<file path="src/rtl/mux_rr_arbiter.sv">
// ---------------------------------------------------------------------------
// mux_rr_arbiter
//
// Round-robin scheduler in front of an 8:1 data multiplexer. One pending
// requester is chosen, its slot of in_data is captured into an output
// register, and the captured word is offered downstream with valid/ready.
//
// Handshake semantics: a transfer happens on a rising clk edge where
// out_valid and out_ready are both high. While out_valid is high and
// out_ready is low, sel, grant, out_data and out_valid stay frozen.
// ack is a combinational one-hot pulse, high only in the cycle in which
// out_valid & out_ready is present, on the requester being accepted.
//
// Optional build macro: ARB_LOCK_EN (adds the lock port for multi-beat
// bursts; the default build has no lock port).
//
// Ports
//   clk        rising-edge clock
//   rst_n      asynchronous active-low reset
//   req[7:0]   per-requester pending flags
//   in_data    packed mux inputs, requester i at [i*W +: W]
//   lock[7:0]  per-requester burst lock (ARB_LOCK_EN builds only)
//   sel[2:0]   registered index of the current grant
//   grant[7:0] registered one-hot grant, zero when idle
//   ack[7:0]   one-hot accept pulse during the handshake cycle
//   out_data   registered selected data
//   out_valid  out_data valid
//   out_ready  downstream accept
// ---------------------------------------------------------------------------
module mux_rr_arbiter #(
   parameter int W = 1
) (
   input  logic           clk,
   input  logic           rst_n,
   input  logic [7:0]     req,
   input  logic [8*W-1:0] in_data,
`ifdef ARB_LOCK_EN
   input  logic [7:0]     lock,
`endif
   output logic [2:0]     sel,
   output logic [7:0]     grant,
   output logic [7:0]     ack,
   output logic [W-1:0]   out_data,
   output logic           out_valid,
   input  logic           out_ready
);

   typedef enum logic {
      ST_IDLE = 1'b0,
      ST_BUSY = 1'b1
   } state_t;

   state_t         state_q, state_d;
   logic [2:0]     ptr_q, ptr_d;
   logic [2:0]     sel_q, sel_d;
   logic [7:0]     grant_q, grant_d;
   logic [W-1:0]   out_data_q, out_data_d;
   logic           out_valid_q, out_valid_d;

   logic [7:0]     lock_w;
   logic           lock_hit;
   logic           hs;
   logic [7:0]     arb_req;
   logic [2:0]     arb_start;
   logic           arb_found;
   logic [2:0]     arb_idx;
   logic [W-1:0]   slot [8];

`ifdef ARB_LOCK_EN
   assign lock_w = lock;
`else
   assign lock_w = 8'h00;
`endif

   // Unpack the mux inputs once so the data select is a plain array index.
   always_comb begin
      for (int i = 0; i < 8; i++) begin
         slot[i] = in_data[i*W +: W];
      end
   end

   assign hs = out_valid_q & out_ready;

   // Only the lock bit of the granted requester matters.
   assign lock_hit = lock_w[sel_q];

   // Arbitration inputs. In IDLE the search starts at ptr. At a handshake
   // the accepted requester is masked and the search starts just past it,
   // unless its lock is held, in which case it is searched first so a
   // still-requesting burst owner wins again.
   always_comb begin
      arb_req   = req;
      arb_start = ptr_q;
      if (state_q == ST_BUSY) begin
         if (lock_hit) begin
            arb_req   = req;
            arb_start = sel_q;
         end else begin
            arb_req   = req & ~(8'h01 << sel_q);
            arb_start = sel_q + 3'd1;
         end
      end
   end

   // Circular priority scan: the candidate closest to arb_start (in
   // increasing index order, mod 8) wins. Scanning offsets from far to
   // near lets the nearest hit overwrite the others.
   always_comb begin
      logic [2:0] cand;
      cand      = '0;
      arb_found = 1'b0;
      arb_idx   = '0;
      for (int i = 7; i >= 0; i--) begin
         cand = arb_start + 3'(i);
         if (arb_req[cand]) begin
            arb_found = 1'b1;
            arb_idx   = cand;
         end
      end
   end

   // State register (with all datapath registers).
   always_ff @(posedge clk or negedge rst_n) begin
      if (!rst_n) begin
         state_q     <= ST_IDLE;
         ptr_q       <= '0;
         sel_q       <= '0;
         grant_q     <= '0;
         out_data_q  <= '0;
         out_valid_q <= 1'b0;
      end else begin
         state_q     <= state_d;
         ptr_q       <= ptr_d;
         sel_q       <= sel_d;
         grant_q     <= grant_d;
         out_data_q  <= out_data_d;
         out_valid_q <= out_valid_d;
      end
   end

   // Next-state logic.
   always_comb begin
      state_d = state_q;
      case (state_q)
         ST_IDLE: begin
            if (arb_found) begin
               state_d = ST_BUSY;
            end
         end
         ST_BUSY: begin
            // Back-to-back transfers stay in BUSY; only an empty
            // re-arbitration at the handshake returns to IDLE.
            if (hs && !arb_found) begin
               state_d = ST_IDLE;
            end
         end
         default: state_d = ST_IDLE;
      endcase
   end

   // Output / datapath logic.
   always_comb begin
      ptr_d       = ptr_q;
      sel_d       = sel_q;
      grant_d     = grant_q;
      out_data_d  = out_data_q;
      out_valid_d = out_valid_q;
      ack         = 8'h00;
      case (state_q)
         ST_IDLE: begin
            if (arb_found) begin
               sel_d       = arb_idx;
               grant_d     = 8'h01 << arb_idx;
               out_data_d  = slot[arb_idx];
               out_valid_d = 1'b1;
            end
         end
         ST_BUSY: begin
            if (hs) begin
               ack = grant_q;
               // A locked owner keeps the pointer so fairness resumes
               // from the same place once the burst ends.
               if (!lock_hit) begin
                  ptr_d = sel_q + 3'd1;
               end
               if (arb_found) begin
                  sel_d      = arb_idx;
                  grant_d    = 8'h01 << arb_idx;
                  out_data_d = slot[arb_idx];
               end else begin
                  // sel and out_data keep their last values; they are
                  // meaningless while out_valid is low.
                  grant_d     = 8'h00;
                  out_valid_d = 1'b0;
               end
            end
         end
         default: begin
            grant_d     = 8'h00;
            out_valid_d = 1'b0;
         end
      endcase
   end

   assign sel       = sel_q;
   assign grant     = grant_q;
   assign out_data  = out_data_q;
   assign out_valid = out_valid_q;

endmodule

</file>
<file path="config.mk">
export PLATFORM = sky130hd
export DESIGN_NAME = mux_rr_arbiter
export DESIGN_NICKNAME = d
export VERILOG_FILES = /design/src/rtl/mux_rr_arbiter.sv
export SDC_FILE = /design/constraint.sdc
export NUM_CORES = 1
export LEC_CHECK = 0
export ABC_AREA = 1
export CAP_MARGIN = 15
export CORE_MARGIN = 2
export CORE_UTILIZATION = 47
export CTS_BUF_LIST = sky130_fd_sc_hd__clkbuf_8
export CTS_CLUSTER_SIZE = 20
export DETAILED_ROUTE_END_ITERATION = 7
export PLACE_DENSITY_LB_ADDON = 0.12
export SYNTH_ARGS = -nofsm -noshare
export SYNTH_HDL_FRONTEND = slang
export SYNTH_SLANG_ARGS = --single-unit
</file>
<file path="constraint.sdc">
create_clock -name clk -period 2.8 [get_ports clk]
set_input_delay 0.84 -clock clk [delete_from_list [all_inputs] [get_ports clk]]
set_output_delay 0.84 -clock clk [all_outputs]
set_load 0.1 [all_outputs]
</file>
== After elaboration in Yosys (flattened, before gate mapping) ==
Memory sizes are Yosys's and may differ from the RTL's.
Index checks and enable logic that the tools add are counted.

* Add/sub/neg operators: 8
* Order comparisons: 10
* Eq/ne operators: 3
* Shifts and indexed selects: 2
* Multiplexer cells: 59
* Bitwise logic cells: 6
* Reductions and logical operators: 5

{| class="wikitable"
|+ Operator list
! kind !! number
|-
| 2-to-1 mux 8 bit || 7
|-
| less-than comparator 3 x 4 -> 1 bit, second input constant || 9
|-
| 2-to-1 mux 3 bit || 12
|-
| binary-select mux 1 bit (select 3 bit) || 9
|-
| 2-to-1 mux 1 bit || 26
|-
| one-hot mux 8 bit (2 select lines) || 1
|-
| << shifter 1 x 3 -> 8 bit, first input constant || 2
|-
| adder 3 bit, second input constant || 4
|-
| AND 8 bit || 1
|-
| inverter 8 bit || 1
|-
| adder 3 x 1 -> 3 bit, second input constant || 2
|-
| adder 3 x 2 -> 3 bit, second input constant || 2
|-
| one-hot mux 1 bit (2 select lines) || 3
|-
| one-hot mux 3 bit (2 select lines) || 1
|-
| AND reduction 3 bit || 2
|-
| >= comparator 4 bit, second input constant || 1
|-
| inequality test 2 bit, second input constant || 2
|-
| inverter 3 -> 4 bit || 1
|-
| inequality test 2 x 1 -> 1 bit, second input constant || 1
|-
| inverter 1 bit || 2
|-
| AND reduction 2 bit || 1
|-
| AND 1 bit || 1
|-
| logical AND 1 bit || 1
|-
| logical NOT 1 bit || 1
|}

* Flip-flop bits (word level): 17
* Memory bits (read-only): 8
* Input bits: 19
* Output and inout port bits: 21
* Memories: 1

{| class="wikitable"
|+ Memory list
! memory !! words !! bits a word !! rd ports !! clocked after memory_dff !! wr ports !! line !! text
|-
| (no name shown) || 8 || 1 || 1 || 0 || 0 || 85 || <nowiki>assign lock_hit = lock_w[sel_q];</nowiki>
|}

== Longest topological paths before layout ==
Gate-level depths: netlist of the first run.

* Word-level depth: 22
* Gate-level depth with buffers: 26
* Gate-level depth less buffers: 25

== Least setup slack after synthesis of the first run ==
Ideal clock, no wire load.

* Path kind: reg2reg
* Start point: register sel_q[0], in the netlist sel[0]
* End point: register grant_q[5], in the netlist grant[5]
* Setup time: 0.130 ns
* Arrival: 3.647 ns
* Required time: 2.670 ns
* Path slack: -0.978 ns
* Stages on the path, launching flop included: 21
* Path buffers: 2
* Period minus slack after synthesis: 3.778 ns
* Cell sequence: dfrtp_1 > inv_1 > ha_1 > inv_1 > nand2_1 > o21ai_4 > inv_2 > ha_1 > clkbuf_1 > inv_1 > nand3_1 > nand2_1 > nand2_1 > nand2_2 > nor4_1 > nand2_1 > nand2_1 > nand2_2 > buf_6 > nand3_1 > o22ai_1

* Word-level cells in the longest chain between the ends: 19
* Elaborated cells between the ends (all ways): 56
* Those cells by class: 8 x add/sub; 1 x eq/ne; 2 x shift; 41 x mux; 2 x bitwise; 1 x reduce/logical; 1 x memory

{| class="wikitable"
|+ Ends and longest elaborated chain
! what !! line !! text
|-
| start: declaration || 55 || <nowiki>logic [2:0] sel_q, sel_d;</nowiki>
|-
| start signal: assignment || 134 || <nowiki>sel_q <= sel_d;</nowiki>
|-
| memory (8 x 1 bit) / << shifter 1 x 3 -> 8 bit (equally long branches) || -- ||
|-
| 2-to-1 mux 1 bit (implied by the code) / inverter 8 bit (equally long branches) || 85, 99 ||
|-
| 2-to-1 mux 3 bit / AND 8 bit (equally long branches) || 95, 99 ||
|-
| 2-to-1 mux 3 bit / 2-to-1 mux 8 bit (equally long branches) || 94, 95 ||
|-
| adder 3 bit / 2-to-1 mux 8 bit (equally long branches) || 114, 94 ||
|-
| binary-select mux 1 bit (select 3 bit) || 115 || <nowiki>if (arb_req[cand]) begin</nowiki>
|-
| 2-to-1 mux 1 bit (implied by the code) || 115 ||
|-
| 2-to-1 mux 3 bit (8 in series) || 115 ||
|-
| << shifter 1 x 3 -> 8 bit || 173, 188 ||
|-
| 2-to-1 mux 8 bit || 186 || <nowiki>if (arb_found) begin</nowiki>
|-
| 2-to-1 mux 8 bit || 179 || <nowiki>if (hs) begin</nowiki>
|-
| one-hot mux 8 bit (2 select lines) || 169 || <nowiki>case (state_q)</nowiki>
|-
| end signal: assignment || 135 || <nowiki>grant_q <= grant_d;</nowiki>
|-
| end: declaration || 56 || <nowiki>logic [7:0] grant_q, grant_d;</nowiki>
|}

Parallel ways exist; a longest one is shown, timed or not. The select of a mux whose other input is x is not followed.
A chain may end at the register's enable or synchronous reset.

== Worst setup path after layout of the first run ==
* Start point: register sel_q[0], in the netlist sel[0]
* End point: register out_data_q, in the netlist out_data

* Word-level cells in the longest chain between the ends: 22
* Elaborated cells between the ends (all ways): 56
* Those cells by class: 8 x add/sub; 1 x shift; 43 x mux; 3 x bitwise; 1 x memory

{| class="wikitable"
|+ Ends and longest elaborated chain
! what !! line !! text
|-
| memory (8 x 1 bit) / << shifter 1 x 3 -> 8 bit (equally long branches) || -- ||
|-
| 2-to-1 mux 1 bit (implied by the code) / inverter 8 bit (equally long branches) || 85, 99 ||
|-
| 2-to-1 mux 3 bit / AND 8 bit (equally long branches) || 95, 99 ||
|-
| 2-to-1 mux 3 bit / 2-to-1 mux 8 bit (equally long branches) || 94, 95 ||
|-
| adder 3 bit / 2-to-1 mux 8 bit (equally long branches) || 114, 94 ||
|-
| binary-select mux 1 bit (select 3 bit) || 115 ||
|-
| 2-to-1 mux 1 bit (implied by the code) || 115 ||
|-
| 2-to-1 mux 3 bit (8 in series) || 115 ||
|-
| inverter 3 -> 4 bit (implied by the code) || 174, 189 ||
|-
| binary-select mux 1 bit (select 3 bit) || 174, 189 ||
|-
| 2-to-1 mux 1 bit (implied by the code) (2 in series) || 174, 189 ||
|-
| 2-to-1 mux 1 bit * || 171, 186 ||
|-
| 2-to-1 mux 1 bit || 179 ||
|-
| one-hot mux 1 bit (2 select lines) * || 169 ||
|-
| end signal: assignment || 136 || <nowiki>out_data_q <= out_data_d;</nowiki>
|-
| end: declaration || 57 || <nowiki>logic [W-1:0] out_data_q, out_data_d;</nowiki>
|}

Mark *: on every way between the ends. The rest lies on a longest branch, timed or not. The select of a mux whose other input is x is not followed.

==> results of run 1 <==
layout make-up:
type / instances / area, sq um / share of cell area
clock inverters: 1 / 5.005 / 0.001793
repair buffers: 80 / 785.8 / 0.2815
flip-flops and latches: 17 / 435.4 / 0.1560
inverters: 31 / 126.4 / 0.04527
well taps: 46 / 57.56 / 0.02062
multi-input cells: 215 / 1340 / 0.4801
clock buffers: 3 / 41.29 / 0.01479
registers in the layout, summed over array words and instances, names as in the netlist:
register and flops:
grant 8, out_data 1, out_valid 1, ptr_q 3
sel 3, state_q 1
worst min-delay path, delay by kind of cell, from the launching register on:
family | cells | cell delay, ns
AND/OR/NAND/NOR | 2 | 0.13
flip-flops | 1 | 0.35
worst max path at each step:
stage | startpoint | to | cells after the start
after floorplan | sel[0]$_DFFE_PN0P_ | out_data$_DFFE_PN0P_ | 25
after global placement | req[7] | out_data$_DFFE_PN0P_ | 20
after detailed placement | req[7] | out_data$_DFFE_PN0P_ | 20
after CTS | sel[1]$_DFFE_PN0P_ | out_data$_DFFE_PN0P_ | 24
after global routing | sel[1]$_DFFE_PN0P_ | out_data$_DFFE_PN0P_ | 20
final | sel[0]$_DFFE_PN0P_ | out_data$_DFFE_PN0P_ | 25
placed cells by master, fill, tap and decap left out, types with 3 or more instances in the layout:
master           instances
a21oi_1                  7
buf_12                   9
buf_4                   51
clkbuf_8                 3
clkdlybuf4s50_1         17
dfrtp_1                 13
ha_1                     4
ha_4                     3
inv_1                   21
inv_2                    7
nand2_1                 82
nand2_2                 17
nand2_4                  4
nand3_1                 46
nand3_2                  8
nor2_1                   5
nor2_4                   8
o21ai_0                  6
o22ai_1                  9
xor2_2                   3
routing by layer:
| metal | vias up | GRT usage |
|---|---|---|
| li1 | 1030 | - |
| met1 | 965 | 0.3239 |
| met2 | 91 | 0.4453 |
| met3 | 16 | 0.04167 |
| met4 | 0 | 0.07447 |
| met5 | - | 0 |
report_power, final:
| part | internal [mW] | switching, mW | leakage [nW] |
|---|---|---|---|
| Combinational | 0.0563 | 0.0682 | 1.23 |
| Clock | 0.0991 | 0.0892 | 0.0255 |
| Sequential | 0.246 | 0.000397 | 0.178 |
| Total | 0.402 | 0.158 | 1.43 |
cell families after synthesis:
logic type,synth area share
AOI/OAI and AO/OA,0.1047
xor gates and xnor gates,0.03418
adders and majority gates,0.05818
buffers and inverters,0.1047
DFF,0.2473
and+or+nand+nor,0.4509
through the flow:
step	worst slack (ns)	total power [mW]	hold WS, ns
final	-0.002396	0.5593	0.5084
after global routing	-0.2018	0.5858	0.5303
after CTS	-0.03673	0.5505	0.5098
after detailed placement	-0.09847	0.3631	0.4894
after global placement	-0.1166	0.3625	0.4891
after floorplan	-0.1257	0.3117	0.4952
timing repair:
| action | 4_1_cts | 5_1_grt |
|---|---|---|
| gates resized for setup | 3 | 30 |
| endpoints found under the setup margin | 13 | 13 |
| setup buffers | 3 | 9 |
| pin swaps | 5 | 21 |
| cloned | 1 | 0 |
| hold buffers | 0 | 0 |
==> impl_results.md, run 1 <==
* Routed via count at 2102
* Global-route wire length before repair at about 8300 microns
* Cells after DPL at approximately 380
* Die ar. at 4160 sq um
* Vias in the first global route at between 1500 and 2000
* Setup ws final at -0.002396 ns
* Clk Tree Root Cell: clkbuf_8
* Layout area overhead at 62.25%
* Drt wl/cell at 13.41 microns
* CP max stage delay at 0.50 ns
* Clk Latency, worst-skew pair at 0.26 ns
* Worst-path fanout max at 7
* Worst hold path depth at 2
* Failing checks: negative setup slack
* Max layer used: met4
* CTS tree: built
* Mapped cell area at 1720 sq um
* GRT Util Overall at 0.2552
* Cell mode on critical path: nand2_1
* Seq/Total Area, Yosys at 0.2473
* Syn_nets at between 200 and 300
* PD cells at 200.4 nW/um^2
* CP Capture Type: flop
* Worst setup path category: flop to flop
* Starting Density at 0.5037
* RD Place Congestion at 0.8682
* Nets at ~380
* Syn avg cell area at between 6 and 7 sq um
* Worst R2R Setup Slack at -0.002 ns
* DR pass1 iterations at 4
* Asr flop ratio synth at 1.000
* Crit-path slowest cell: dfrtp_4
* Synth area leader: dfrtp_1
* Post-route ant nets at 0
* DRT iter0 DRCs at 139
* Tcrit/Tclk final at 1.001
* EDFF count, synth at 0
* Synth warn at 0
* Htree depth at 1
* R2r worst-path depth at 25
* Layout Skew at ~0.008 ns
* CTS Buffer Depth at 2
* Post-synth top area share at 0.2473
* Crit path required time at between 2 and 3 ns
* Hold Crit Start: out_data$_DFFE_PN0P_
* Reg2reg start: sel[0]$_DFFE_PN0P_
* Routed Wire Length at about 5300 microns
* Share of cells above drive strength 1 at 0.3862
* Worst Max-Slew Pin Slew at roughly 0.47 ns
* DR DRC count at 0
* Filler cell count at between 200 and 250
* Core Area at about 3400 sq um
* Final Slew Violations at 0
* Worst path bufs/invs at 5
* Count leader, synth: nand2_1
* Design area at 2791 sq um
* Synth Register Bits at 17
* Drt via density at ~5.3
* Grt total ovfl at 0
* Clock slew at reported path FFs at about 0.070 ns
* Crit path DAT at a little under 3 ns
* IO Count at 40
* Top Family by Delay on Critical Path: simple AND/OR/NAND/NOR gates
* Synthesized instance count at between 200 and 300
* Area contributors post-synth: dfrtp_1 25%, nand2_1 21%, nand3_1 15%, inv_1 5.9%, ha_1 5.8%
* Number of diodes at 0
* Largest net degree at the start of global routing at 18
* Minimum clock period at 2.802 ns
* Hold path endpoint: out_data$_DFFE_PN0P_
* Num CTS Buffers at 3
* Core Util, Final at 0.8172
* F_max at roughly 360 MHz
* Detailed placement HPWL at 3787 microns
* Rows at 21
* Initial antenna violation count at 0
* Die H at between 60 and 70 microns
* Status: finished, violations left
* Most instantiated cells after synthesis: 96 x nand2_1, 53 x nand3_1, 27 x inv_1, 17 x dfrtp_1, 14 x nor2_1
* Maxcap violations at 0
* Met3 Wirelength at approximately 390 microns
* Yosys cell types at 24
* Max-Slew Margin vs Limit at 0.6850
* CTS Sinks at 17
* Met2 Wirelength at about 2600 microns
* Number of port buffers at 39
* Static leakage at between 1 and 1.5 nW
* Final hold vios at 0
* Nature of the critical path startpoint: flop
* Die W at between 60 and 70 microns
* Unrepaired setup endpoints after global routing: yes
* Synth Flop Type: dfrtp_1
* Placed cell areas at approximately 2500 sq um
* HP Class: flop to flop
* R2r endpoint: out_data$_DFFE_PN0P_
* VDD IR max at 0.1978 mV
* Fin cells at between 300 and 400
* Endpoints failing setup at 1
* Met1 WL at 2183 microns
* Setup TNS at -0.002396 ns
No activity file was read; power rests on OpenSTA's default activity.
==> run 2, diff against run 1 <==
CORE_ASPECT_RATIO = 0.5   (was unset)
GPL_ROUTABILITY_DRIVEN = 0   (was unset)
==> run 2 against run 1 <==
Compared with the run above: the run still ends with negative setup slack left; core utilization is 1.5 points lower; largest power group unchanged; wire length hardly changed; highest routed layer unchanged; final area is 0.22% lower; clock skew is 0.0063 ns lower; sequential power hardly changed; critical endpoint is now grant[1]$_DFFE_PN0P_; first-iteration DRC count is 29% lower; clock power is 6% lower; non-clock buffer count is 1 higher.
==> impl_results.md, run 2 (synthesis results as in run 1) <==
* Status: finished, violations left
* Failing checks: negative setup slack
* Routed via count at about 2100
* Num CTS Buffers at 3
* Tcrit/Tclk final at 1.012
* DR DRC count at 0
* Total power at approximately 550 uW
* CTS Sinks at 17
* Die W at 89.56 microns
* Nature of the critical path startpoint: flop
* DR pass1 iterations at 5
* Grt total ovfl at 0
* Unrepaired setup endpoints after global routing: yes
* HP Class: flop to flop
* Drt via density at around 5.2
* Number of diodes at 0
* Drt wl/cell at ~13 microns
* Crit-path slowest cell: dfrtp_4
* Global-route wire length before repair at 8349 microns
* Final Slew Violations at 0
* Maxcap violations at 0
* Number of port buffers at 39
* Crit path cell chain: ha_2 -> ha_4 -> nand2_1 -> o21ai_4 -> xor2_2 -> buf_4 -> nand3_1 -> nand2_2 -> inv_1 -> nand2_1 -> nand2_1 -> nand2_2 -> nand2_4 -> buf_4 -> nand3_1 -> o22ai_1
* Hold_buf cts at 0
* VDD IR max at about 0.25 mV
* Minimum clock period at about 2.8 ns
* Largest net degree at the start of global routing at 18
* Layout Skew at roughly 0.0016 ns
* Htree depth at 1
* Hold Crit Start: out_data$_DFFE_PN0P_
* Routed Wire Length at approximately 5300 microns
* Die ar. at 4190 sq um
* Static leakage at 1.412 nW
* Final hold vios at 0
* PD cells at around 200 nW/um^2
* CTS tree: built
* Endpoints failing setup at 5
* Share of cells above drive strength 1 at 0.3793
* CTS Buffer Depth at 2
* Core Area at 3472 sq um
* Detailed placement HPWL at slightly above 4000 microns
* Filler cell count at between 200 and 250
* Commonest non-fill, non-tap cell in the layout: nand2_1
* Clk Tree Root Cell: clkbuf_8
* Setup TNS at -0.08708 ns
* Worst path bufs/invs at 3
* Worst setup path category: flop to flop
* Clock slew at reported path FFs at 0.06 ns
* Post-route ant nets at 0
* Worst Max-Slew Pin Slew at around 0.42 ns
* Starting Density at 0.4955
* Core Util, Final at 0.8022
* Nets at 376
* Pre-CTS setup slack at -0.1162 ns
* Reg2reg start: sel[0]$_DFFE_PN0P_
* Cells after DPL at 389
* Vias in the first global route at between 1500 and 2000
* DRT iter0 DRCs at 98
* Layout area overhead at 61.89%
* Rows at 15
* Crit path required time at roughly 2.9 ns
* Setup ws final at -0.03253 ns
* Most frequent cells in the layout: 84 x nand2_1, 53 x buf_4, 47 x nand3_1, 22 x inv_1, 17 x clkdlybuf4s50_1
* Die H at around 47 microns
* Initial antenna violation count at 0
* Fin cells at around 400
* Worst-path fanout max at 7
* IO Count at 40
* GRT Util Overall at 0.2622
* Crit path DAT at a little under 3 ns
* Top Family by Delay on Critical Path: simple AND/OR/NAND/NOR gates
* CP max stage delay at 0.51 ns
* Cell mode on critical path: nand2_1
* Crit path launch: sel[0]$_DFFE_PN0P_
* CP Capture Type: flop
* F_max at about 350 MHz
* Clk Latency, worst-skew pair at ~0.25 ns
* Max-Slew Margin vs Limit at 0.7161
* Max reg flops at 8
[run 2: cell types whose count changed in the layout (fill, tap and decap cells not counted), moves of 2 or more]
cell / change
buf_4: +2
nand2_1: +2
nand2_2: -4
nand2_4: +2
[run 2: timing repair]
item                                    CTS  global route
endpoints found under the setup margin   16            13
pin swaps                                11             8
setup buffers                             4             2
gates resized for setup                   9            24
[run 2: per-stage QoR]
step / hold WS [ns] / instance area, sq um
5_1_grt: 0.5704 / 2785
2_1_floorplan: 0.4952 / 1849
3_5_place_dp: 0.5262 / 2559
3_3_place_gp: 0.4825 / 2559
4_1_cts: 0.5461 / 2665
6_report: 0.5315 / 2785
[run 2: layout make-up]
cell class                 count  area [sq um]  area share
multi-input combinational    215          1346      0.4834
timing repair buffer          81         768.2      0.2758
sequential                    17         435.4      0.1563
inverter                      31         126.4     0.04537
tap                           51         63.81     0.02291
clock buffer                   3         41.29     0.01482
clock inverter                 1         3.754    0.001348
[run 2: worst paths after layout]
kind / endpoint / slack, ns / depth (start not counted)
min: out_data$_DFFE_PN0P_ / 0.53 / 2
max reg2reg: grant[1]$_DFFE_PN0P_ / -0.03 / 16
min in group asynchronous: grant[2]$_DFFE_PN0P_ / 0.92 / 2
min reg2reg: out_data$_DFFE_PN0P_ / 0.53 / 2
max in group asynchronous: sel[1]$_DFFE_PN0P_ / 1.67 / 2
max: grant[1]$_DFFE_PN0P_ / -0.03 / 16
[run 2: per-layer routing]
| layer | vias up | share of wire | GRT usage | wire, microns |
|---|---|---|---|---|
| met5 | - | 0 | 0 | 0 |
| met4 | 0 | 0.0076 | 0.05373 | 40 |
| met3 | 6 | 0.052 | 0.02988 | 273 |
| met2 | 65 | 0.49 | 0.4603 | 2566 |
| met1 | 966 | 0.45 | 0.3606 | 2393 |
| li1 | 1028 | - | - | - |
[run 2: worst min-delay path: stages, from the launching register on]
cell and delay [ns]:
dfrtp_1 0.35, nand2_1 0.07, nand3_2 0.07
[run 2: power breakdown]
group | internal (mW) | switching, mW | total, mW
sequential | 0.246 | 0.000441 | 0.247
clock | 0.0972 | 0.0789 | 0.176
combinational | 0.0588 | 0.0698 | 0.129
total | 0.402 | 0.149 | 0.552
